$ cat src/rtl/dp_execute_stage_pkg.sv
// Shared constants for the ARM data-processing execute stage.
// Opcode/condition encodings, flag bit positions, datapath widths.
package dp_execute_stage_pkg;

    localparam int DATA_W    = 32;
    localparam int REG_IDX_W = 4;

    localparam logic [3:0] OP_AND = 4'h0;
    localparam logic [3:0] OP_EOR = 4'h1;
    localparam logic [3:0] OP_SUB = 4'h2;
    localparam logic [3:0] OP_RSB = 4'h3;
    localparam logic [3:0] OP_ADD = 4'h4;
    localparam logic [3:0] OP_ADC = 4'h5;
    localparam logic [3:0] OP_SBC = 4'h6;
    localparam logic [3:0] OP_RSC = 4'h7;
    localparam logic [3:0] OP_TST = 4'h8;
    localparam logic [3:0] OP_TEQ = 4'h9;
    localparam logic [3:0] OP_CMP = 4'hA;
    localparam logic [3:0] OP_CMN = 4'hB;
    localparam logic [3:0] OP_ORR = 4'hC;
    localparam logic [3:0] OP_MOV = 4'hD;
    localparam logic [3:0] OP_BIC = 4'hE;
    localparam logic [3:0] OP_MVN = 4'hF;

    localparam logic [3:0] COND_EQ = 4'h0;
    localparam logic [3:0] COND_NE = 4'h1;
    localparam logic [3:0] COND_CS = 4'h2;
    localparam logic [3:0] COND_CC = 4'h3;
    localparam logic [3:0] COND_MI = 4'h4;
    localparam logic [3:0] COND_PL = 4'h5;
    localparam logic [3:0] COND_VS = 4'h6;
    localparam logic [3:0] COND_VC = 4'h7;
    localparam logic [3:0] COND_HI = 4'h8;
    localparam logic [3:0] COND_LS = 4'h9;
    localparam logic [3:0] COND_GE = 4'hA;
    localparam logic [3:0] COND_LT = 4'hB;
    localparam logic [3:0] COND_GT = 4'hC;
    localparam logic [3:0] COND_LE = 4'hD;
    localparam logic [3:0] COND_AL = 4'hE;
    localparam logic [3:0] COND_NV = 4'hF;

    localparam int N_BIT = 3;
    localparam int Z_BIT = 2;
    localparam int C_BIT = 1;
    localparam int V_BIT = 0;

    // Compare/test ops only touch flags, never the register file.
    function automatic logic is_test_op(input logic [3:0] op);
        return op[3:2] == 2'b10;
    endfunction

endpackage

$ cat src/rtl/dp_execute_stage_if.sv
// Upstream operand and writeback handshake bundle of the execute stage.
// master: producer/consumer side (drives in_*, out_ready); slave: stage.
interface dp_execute_stage_if;
    import dp_execute_stage_pkg::*;

    logic                 in_valid;
    logic                 in_ready;
    logic [3:0]           opcode;
    logic [3:0]           cond;
    logic                 s_bit;
    logic [DATA_W-1:0]    rn_data;
    logic [DATA_W-1:0]    shifter_operand;
    logic                 shifter_carry;
    logic [REG_IDX_W-1:0] rd_idx;

    logic                 out_valid;
    logic                 out_ready;
    logic [DATA_W-1:0]    out_result;
    logic [REG_IDX_W-1:0] out_rd_idx;
    logic                 out_wr_en;

    modport master (
        output in_valid, opcode, cond, s_bit,
        output rn_data, shifter_operand,
        output shifter_carry, rd_idx, out_ready,
        input  in_ready, out_valid, out_result,
        input  out_rd_idx, out_wr_en
    );

    modport slave (
        input  in_valid, opcode, cond, s_bit,
        input  rn_data, shifter_operand,
        input  shifter_carry, rd_idx, out_ready,
        output in_ready, out_valid, out_result,
        output out_rd_idx, out_wr_en
    );

endinterface

$ cat src/rtl/dp_execute_stage_cond_eval.sv
// ARM condition-field evaluator (combinational).
// Ports: cond[3:0], nzcv[3:0] in; pass out. 1111 never passes.
module cond_eval
    import dp_execute_stage_pkg::*;
(
    input  logic [3:0] cond,
    input  logic [3:0] nzcv,
    output logic       pass
);

    logic n, z, c, v;

    assign n = nzcv[N_BIT];
    assign z = nzcv[Z_BIT];
    assign c = nzcv[C_BIT];
    assign v = nzcv[V_BIT];

    always_comb begin
        pass = 1'b0;
        unique case (cond)
            COND_EQ: pass = z;
            COND_NE: pass = !z;
            COND_CS: pass = c;
            COND_CC: pass = !c;
            COND_MI: pass = n;
            COND_PL: pass = !n;
            COND_VS: pass = v;
            COND_VC: pass = !v;
            COND_HI: pass = c && !z;
            COND_LS: pass = !c || z;
            COND_GE: pass = n == v;
            COND_LT: pass = n != v;
            COND_GT: pass = !z && (n == v);
            COND_LE: pass = z || (n != v);
            COND_AL: pass = 1'b1;
            COND_NV: pass = 1'b0;
        endcase
    end

endmodule

$ cat src/rtl/dp_execute_stage.sv
// Registered ARM data-processing execute stage; owns the NZCV flags.
// Ports: clk, rst_n, bus (slave handshake), flags_wr_en/data, flags_nzcv, c_flag.
module dp_execute_stage
    import dp_execute_stage_pkg::*;
(
    input  logic            clk,
    input  logic            rst_n,
    dp_execute_stage_if.slave bus,
    input  logic            flags_wr_en,
    input  logic [3:0]      flags_wr_data,
    output logic [3:0]      flags_nzcv,
    output logic            c_flag
);

    logic                 out_valid_q;
    logic [DATA_W-1:0]    out_result_q, out_result_d;
    logic [REG_IDX_W-1:0] out_rd_idx_q;
    logic                 out_wr_en_q, out_wr_en_d;
    logic [3:0]           nzcv_q, nzcv_d;

    logic              accept;
    logic              cond_pass;
    logic              arith;
    logic [DATA_W-1:0] a, b, logic_res, alu_res;
    logic              cin;
    logic [DATA_W:0]   sum;

    assign bus.in_ready = !out_valid_q || bus.out_ready;
    assign accept       = bus.in_valid && bus.in_ready;

    cond_eval u_cond (
        .cond (bus.cond),
        .nzcv (nzcv_q),
        .pass (cond_pass)
    );

    // Arithmetic ops are mapped onto one adder: a + b + cin,
    // with reverse/subtract forms swapping and inverting operands.
    always_comb begin
        arith     = 1'b0;
        a         = bus.rn_data;
        b         = bus.shifter_operand;
        cin       = 1'b0;
        logic_res = '0;
        unique case (bus.opcode)
            OP_AND, OP_TST: logic_res = bus.rn_data & bus.shifter_operand;
            OP_EOR, OP_TEQ: logic_res = bus.rn_data ^ bus.shifter_operand;
            OP_ORR: logic_res = bus.rn_data | bus.shifter_operand;
            OP_MOV: logic_res = bus.shifter_operand;
            OP_BIC: logic_res = bus.rn_data & ~bus.shifter_operand;
            OP_MVN: logic_res = ~bus.shifter_operand;
            OP_SUB, OP_CMP: begin
                arith = 1'b1;
                b     = ~bus.shifter_operand;
                cin   = 1'b1;
            end
            OP_RSB: begin
                arith = 1'b1;
                a     = bus.shifter_operand;
                b     = ~bus.rn_data;
                cin   = 1'b1;
            end
            OP_ADD, OP_CMN: arith = 1'b1;
            OP_ADC: begin
                arith = 1'b1;
                cin   = nzcv_q[C_BIT];
            end
            OP_SBC: begin
                arith = 1'b1;
                b     = ~bus.shifter_operand;
                cin   = nzcv_q[C_BIT];
            end
            OP_RSC: begin
                arith = 1'b1;
                a     = bus.shifter_operand;
                b     = ~bus.rn_data;
                cin   = nzcv_q[C_BIT];
            end
        endcase
    end

    assign sum     = {1'b0, a} + {1'b0, b} + {{DATA_W{1'b0}}, cin};
    assign alu_res = arith ? sum[DATA_W-1:0] : logic_res;

    always_comb begin
        nzcv_d        = nzcv_q;
        nzcv_d[N_BIT] = alu_res[DATA_W-1];
        nzcv_d[Z_BIT] = alu_res == '0;
        if (arith) begin
            nzcv_d[C_BIT] = sum[DATA_W];
            // Overflow: same-sign operands giving a different-sign sum.
            nzcv_d[V_BIT] = (a[DATA_W-1] == b[DATA_W-1])
                         && (sum[DATA_W-1] != a[DATA_W-1]);
        end else begin
            nzcv_d[C_BIT] = bus.shifter_carry;
        end
    end

    assign out_result_d = cond_pass ? alu_res : '0;
    assign out_wr_en_d  = cond_pass && !is_test_op(bus.opcode);

    always_ff @(posedge clk) begin
        if (!rst_n) begin
            out_valid_q  <= 1'b0;
            out_result_q <= '0;
            out_rd_idx_q <= '0;
            out_wr_en_q  <= 1'b0;
            nzcv_q       <= '0;
        end else begin
            if (accept) begin
                out_valid_q  <= 1'b1;
                out_result_q <= out_result_d;
                out_rd_idx_q <= bus.rd_idx;
                out_wr_en_q  <= out_wr_en_d;
            end else if (bus.out_ready) begin
                out_valid_q <= 1'b0;
            end
            // The MSR path has priority over an S-suffixed update.
            if (flags_wr_en) begin
                nzcv_q <= flags_wr_data;
            end else if (accept && cond_pass && bus.s_bit) begin
                nzcv_q <= nzcv_d;
            end
        end
    end

    assign bus.out_valid  = out_valid_q;
    assign bus.out_result = out_result_q;
    assign bus.out_rd_idx = out_rd_idx_q;
    assign bus.out_wr_en  = out_wr_en_q;
    assign flags_nzcv     = nzcv_q;
    assign c_flag         = nzcv_q[C_BIT];

endmodule

$ cat src/flat_wrapper.sv
// flat-port wrapper written by rule: the top's interface ports become plain ports
module dp_execute_stage_flat import dp_execute_stage_pkg::*;
  (clk, rst_n, flags_wr_en, flags_wr_data, flags_nzcv, c_flag, bus_in_valid, bus_opcode, bus_cond, bus_s_bit, bus_rn_data, bus_shifter_operand, bus_shifter_carry, bus_rd_idx, bus_out_ready, bus_in_ready, bus_out_valid, bus_out_result, bus_out_rd_idx, bus_out_wr_en);
  dp_execute_stage_if bus_i ();
  input  logic clk;
  input  logic rst_n;
  input  logic flags_wr_en;
  input  logic [3:0] flags_wr_data;
  output logic [3:0] flags_nzcv;
  output logic c_flag;
  input wire logic [$bits(bus_i.in_valid)-1:0] bus_in_valid;
  input wire logic [$bits(bus_i.opcode)-1:0] bus_opcode;
  input wire logic [$bits(bus_i.cond)-1:0] bus_cond;
  input wire logic [$bits(bus_i.s_bit)-1:0] bus_s_bit;
  input wire logic [$bits(bus_i.rn_data)-1:0] bus_rn_data;
  input wire logic [$bits(bus_i.shifter_operand)-1:0] bus_shifter_operand;
  input wire logic [$bits(bus_i.shifter_carry)-1:0] bus_shifter_carry;
  input wire logic [$bits(bus_i.rd_idx)-1:0] bus_rd_idx;
  input wire logic [$bits(bus_i.out_ready)-1:0] bus_out_ready;
  output wire logic [$bits(bus_i.in_ready)-1:0] bus_in_ready;
  output wire logic [$bits(bus_i.out_valid)-1:0] bus_out_valid;
  output wire logic [$bits(bus_i.out_result)-1:0] bus_out_result;
  output wire logic [$bits(bus_i.out_rd_idx)-1:0] bus_out_rd_idx;
  output wire logic [$bits(bus_i.out_wr_en)-1:0] bus_out_wr_en;
  assign bus_i.in_valid = bus_in_valid;
  assign bus_i.opcode = bus_opcode;
  assign bus_i.cond = bus_cond;
  assign bus_i.s_bit = bus_s_bit;
  assign bus_i.rn_data = bus_rn_data;
  assign bus_i.shifter_operand = bus_shifter_operand;
  assign bus_i.shifter_carry = bus_shifter_carry;
  assign bus_i.rd_idx = bus_rd_idx;
  assign bus_i.out_ready = bus_out_ready;
  assign bus_in_ready = bus_i.in_ready;
  assign bus_out_valid = bus_i.out_valid;
  assign bus_out_result = bus_i.out_result;
  assign bus_out_rd_idx = bus_i.out_rd_idx;
  assign bus_out_wr_en = bus_i.out_wr_en;
  dp_execute_stage u_core (.clk(clk), .rst_n(rst_n), .bus(bus_i), .flags_wr_en(flags_wr_en), .flags_wr_data(flags_wr_data), .flags_nzcv(flags_nzcv), .c_flag(c_flag));
endmodule
$ cat config.mk
export PLATFORM = sky130hd
export DESIGN_NAME = dp_execute_stage_flat
export DESIGN_NICKNAME = d
export VERILOG_FILES = /design/src/rtl/dp_execute_stage_pkg.sv /design/src/rtl/dp_execute_stage_if.sv /design/src/rtl/dp_execute_stage_cond_eval.sv /design/src/rtl/dp_execute_stage.sv /design/src/flat_wrapper.sv
export SDC_FILE = /design/constraint.sdc
export NUM_CORES = 1
export LEC_CHECK = 0
export CAP_MARGIN = 25
export CORE_MARGIN = 2
export CORE_UTILIZATION = 35
export DETAILED_ROUTE_END_ITERATION = 6
export PLACE_DENSITY = 0.67
export SYNTH_ARGS = -nofsm -noshare
export SYNTH_HDL_FRONTEND = slang
export SYNTH_SLANG_ARGS = --single-unit
$ cat constraint.sdc
create_clock -name clk -period 6.2 [get_ports clk]
set_input_delay 0.62 -clock clk [delete_from_list [all_inputs] [get_ports clk]]
set_output_delay 0.62 -clock clk [all_outputs]
set_load 0.02 [all_outputs]
==> flow_metrics.env <==
export IMPL_yosys_warnings=0
export IMPL_ant_nets=0
export IMPL_drt_initial_drc_count=855
export IMPL_path_cells="clkdlybuf4s50_1 > nand3b_1 > o21ai_2 > buf_4 > nand2_1 > o21ai_0 > o21ai_0 > ha_1 > a21o_1 > o21bai_1 > a221oi_1 > nor3_1 > and4b_1 > and4b_1 > nand4_1 > or4_1 > or4_1 > o21ai_1"
export IMPL_cp_end_kind="register"
export IMPL_ctsResizeCount=0
export IMPL_dieArea_um2=21300
export IMPL_powerDensity_nw_per_um2=173
export IMPL_grt_antenna_before_repair=0
export IMPL_overflow=0
export IMPL_yosysTopAreaCell="dfxtp_1"
export IMPL_port_buffers=130
export IMPL_die_h_um=146
export IMPL_post_drt_via_cell_ratio=5.85
export IMPL_grt_max_degree=52
export IMPL_worst_pin_slew_ns=0.896
export IMPL_yosysUniqueCellTypes=70
export IMPL_fin_crit_sh_pct=87.9
export IMPL_power_uw=1520
export IMPL_grt_pass1_wl_mm=42.6
export IMPL_vias=8444
export IMPL_first_global_vias=7610
export IMPL_slew_headroom_pct=40.3
export IMPL_drive_gt1_share_pct=5.09
export IMPL_num_nets_final=1330
export IMPL_path_clk_slew_ns=0.06
export IMPL_tns_ns=0
export IMPL_clock_latency_ns=0.30
export IMPL_cts_inserted_buffers=5
export IMPL_coreArea_um2=19700
export IMPL_syn_nets=1237
export IMPL_regArea_um2=841
export IMPL_crit_fanout=31
export IMPL_place_hpwl_mm=20.3
export IMPL_diodes=0
export IMPL_ios=131
export IMPL_critical_path_max_stage_delay_ns=0.65
export IMPL_ys_async_sr_fraction_pct=0
export IMPL_crit_path_top_delay_cell="a221oi_1"
export IMPL_cts_tree="built"
export IMPL_multiInputGateArea_um2=5630
export IMPL_syn_to_final_growth_pct=24.4
export IMPL_hold_class="register to register"
export IMPL_synth_top_cell_area_share_pct=11.9
export IMPL_initial_core_util_pct=35.9
export IMPL_firstDrtPassIters=6
export IMPL_clock_tree_root_cell="clkbuf_16"
export IMPL_fillers=2037
export IMPL_critical_path_class="input pin to register"
export IMPL_wl_per_cell_um=18.7
export IMPL_final_area_um2=8780
export IMPL_critPathLaunch="bus_opcode[3]"
export IMPL_grt_usage_pct=24.6
export IMPL_drcViolationCount=0
export IMPL_dieWidth_um=146
export IMPL_worstPathRequired_ns=6.43
export IMPL_ctsHoldBuffers=0
export IMPL_synth_edf_count=0
export IMPL_cap_violations=0
export IMPL_rsz0062_at_grt="false"
export IMPL_cp_start_kind="input pin"
export IMPL_peakVddDrop_mv=0.118
export IMPL_ys_ff_latch=42
export IMPL_rows=51
export IMPL_cts_sinks=42
export IMPL_finalSetupViolations=0
export IMPL_synthTopCellsByArea="dfxtp_1, o21ai_0, ha_1"
export IMPL_slew_violations=0
export IMPL_synth_area_per_cell_um2=6.51
export IMPL_r2r_start="u_core.flags_nzcv[1]"
export IMPL_cts_max_level=2
export IMPL_synthCells=1085
export IMPL_finalClockSkew_ns=0.0120
export IMPL_hold_start="u_core.bus.out_result[1]"
export IMPL_synth_most_common_cell="o21ai_0"
export IMPL_hold_viol_final=0
export IMPL_reg2regPathDepth=15
export IMPL_whs_path_depth=2
export IMPL_synthesis_area_um2=7060
export IMPL_post_cts_setup_buffer_count=0
export IMPL_place_area_um2=8620
export IMPL_finalWeightedCongestion=0.979
export IMPL_wirelength_mm=27.1
export IMPL_fin_crit_ns=5.45
export IMPL_cts_max_path_buffers=2
export IMPL_ys_seq_area_share_pct=11.9
export IMPL_total_leakage_power_uw=0.00360
export IMPL_status="finished clean"
export IMPL_ys_flop_type="dfxtp_1"
export IMPL_synth_commonest_cells="o21ai_0, nand2_1, inv_1"
export IMPL_clock_fmax_mhz=183
export IMPL_arrival_ns=5.68
## where the power goes
group          internal (µW)  total (µW)  switching, µW  leakage [µW]
clock network            191         315            125     0.0000771
logic                    362         902            540       0.00318
registers                289         302           13.2      0.000343
total                    842        1520            677       0.00360
## worst paths after layout
path	endpoint	slack (ns)
worst max-delay path	u_core.flags_nzcv[2]	0.75
worst min-delay path	u_core.bus.out_result[1]	0.48
worst max register to register	u_core.flags_nzcv[2]	1.81
worst min register to register	u_core.bus.out_result[1]	0.48
## critical path: cells and delay by family
family          cells  cell delay, ns
compound gates      7            1.52
fa+ha+maj           1            0.42
buf+inv             2            0.96
simple gates        8            2.15
## state kept, by name (all words and copies together) (netlist names)
| signal | count |
|---|---|
| u_core.bus.out_result | 32 |
| u_core.bus.out_rd_idx | 4 |
| u_core.flags_nzcv | 4 |
| u_core.bus.out_valid | 1 |
| u_core.bus.out_wr_en | 1 |
## layout make-up
class	instances	area share, %
multi-input combinational	891	64.1
timing repair buffer	159	17.2
sequential	42	9.57
tap	265	3.77
inverter	79	3.38
clock buffer	6	1.47
clock inverter	2	0.427
## stage by stage
step	setup slack, ns	hold WS [ns]	util [%]	instances
floorplan	0.968	0.541	-	1085
global placement	0.653	0.475	43.8	1436
detailed placement	0.441	0.476	43.8	1436
CTS	0.730	0.485	44.7	1444
global route	0.340	0.508	44.7	1444
finish	0.748	0.480	44.7	1444
## layer usage
metal | share of wire (%) | vias up | track usage [%]
met2 | 46 | 396 | 40.5
met1 | 43 | 3885 | 33.9
met5 | 0 | - | 0
li1 | - | 4111 | -
met4 | 2.5 | 0 | 7.04
met3 | 8.3 | 52 | 2.81
## logic make-up (layout without fill, tap and decap cells)
family                     count (synthesis)  in the layout  synth area share (%)
xor gates and xnor gates                  44             44                  5.46
muxes                                     16             16                  2.27
AOI/OAI and AO/OA                        398            398                  35.1
buffers and inverters                    152            246                  8.66
adders and majority gates                 65             65                  11.7
and+or+nand+nor                          368            368                  24.9
DFF                                       42             42                  11.9
## cells in the final DEF, fill, tap and decap left out, types with 28 or more instances in the layout
cell             instances
xnor2_1                 30
nand2_1                154
ha_1                    63
clkdlybuf4s50_1        129
buf_4                   29
inv_1                   79
nor2_1                  54
a21oi_1                 71
nor3_1                  28
o21ai_0                158
dfxtp_1                 42
Note: power is estimated with default switching activity, not from simulation.
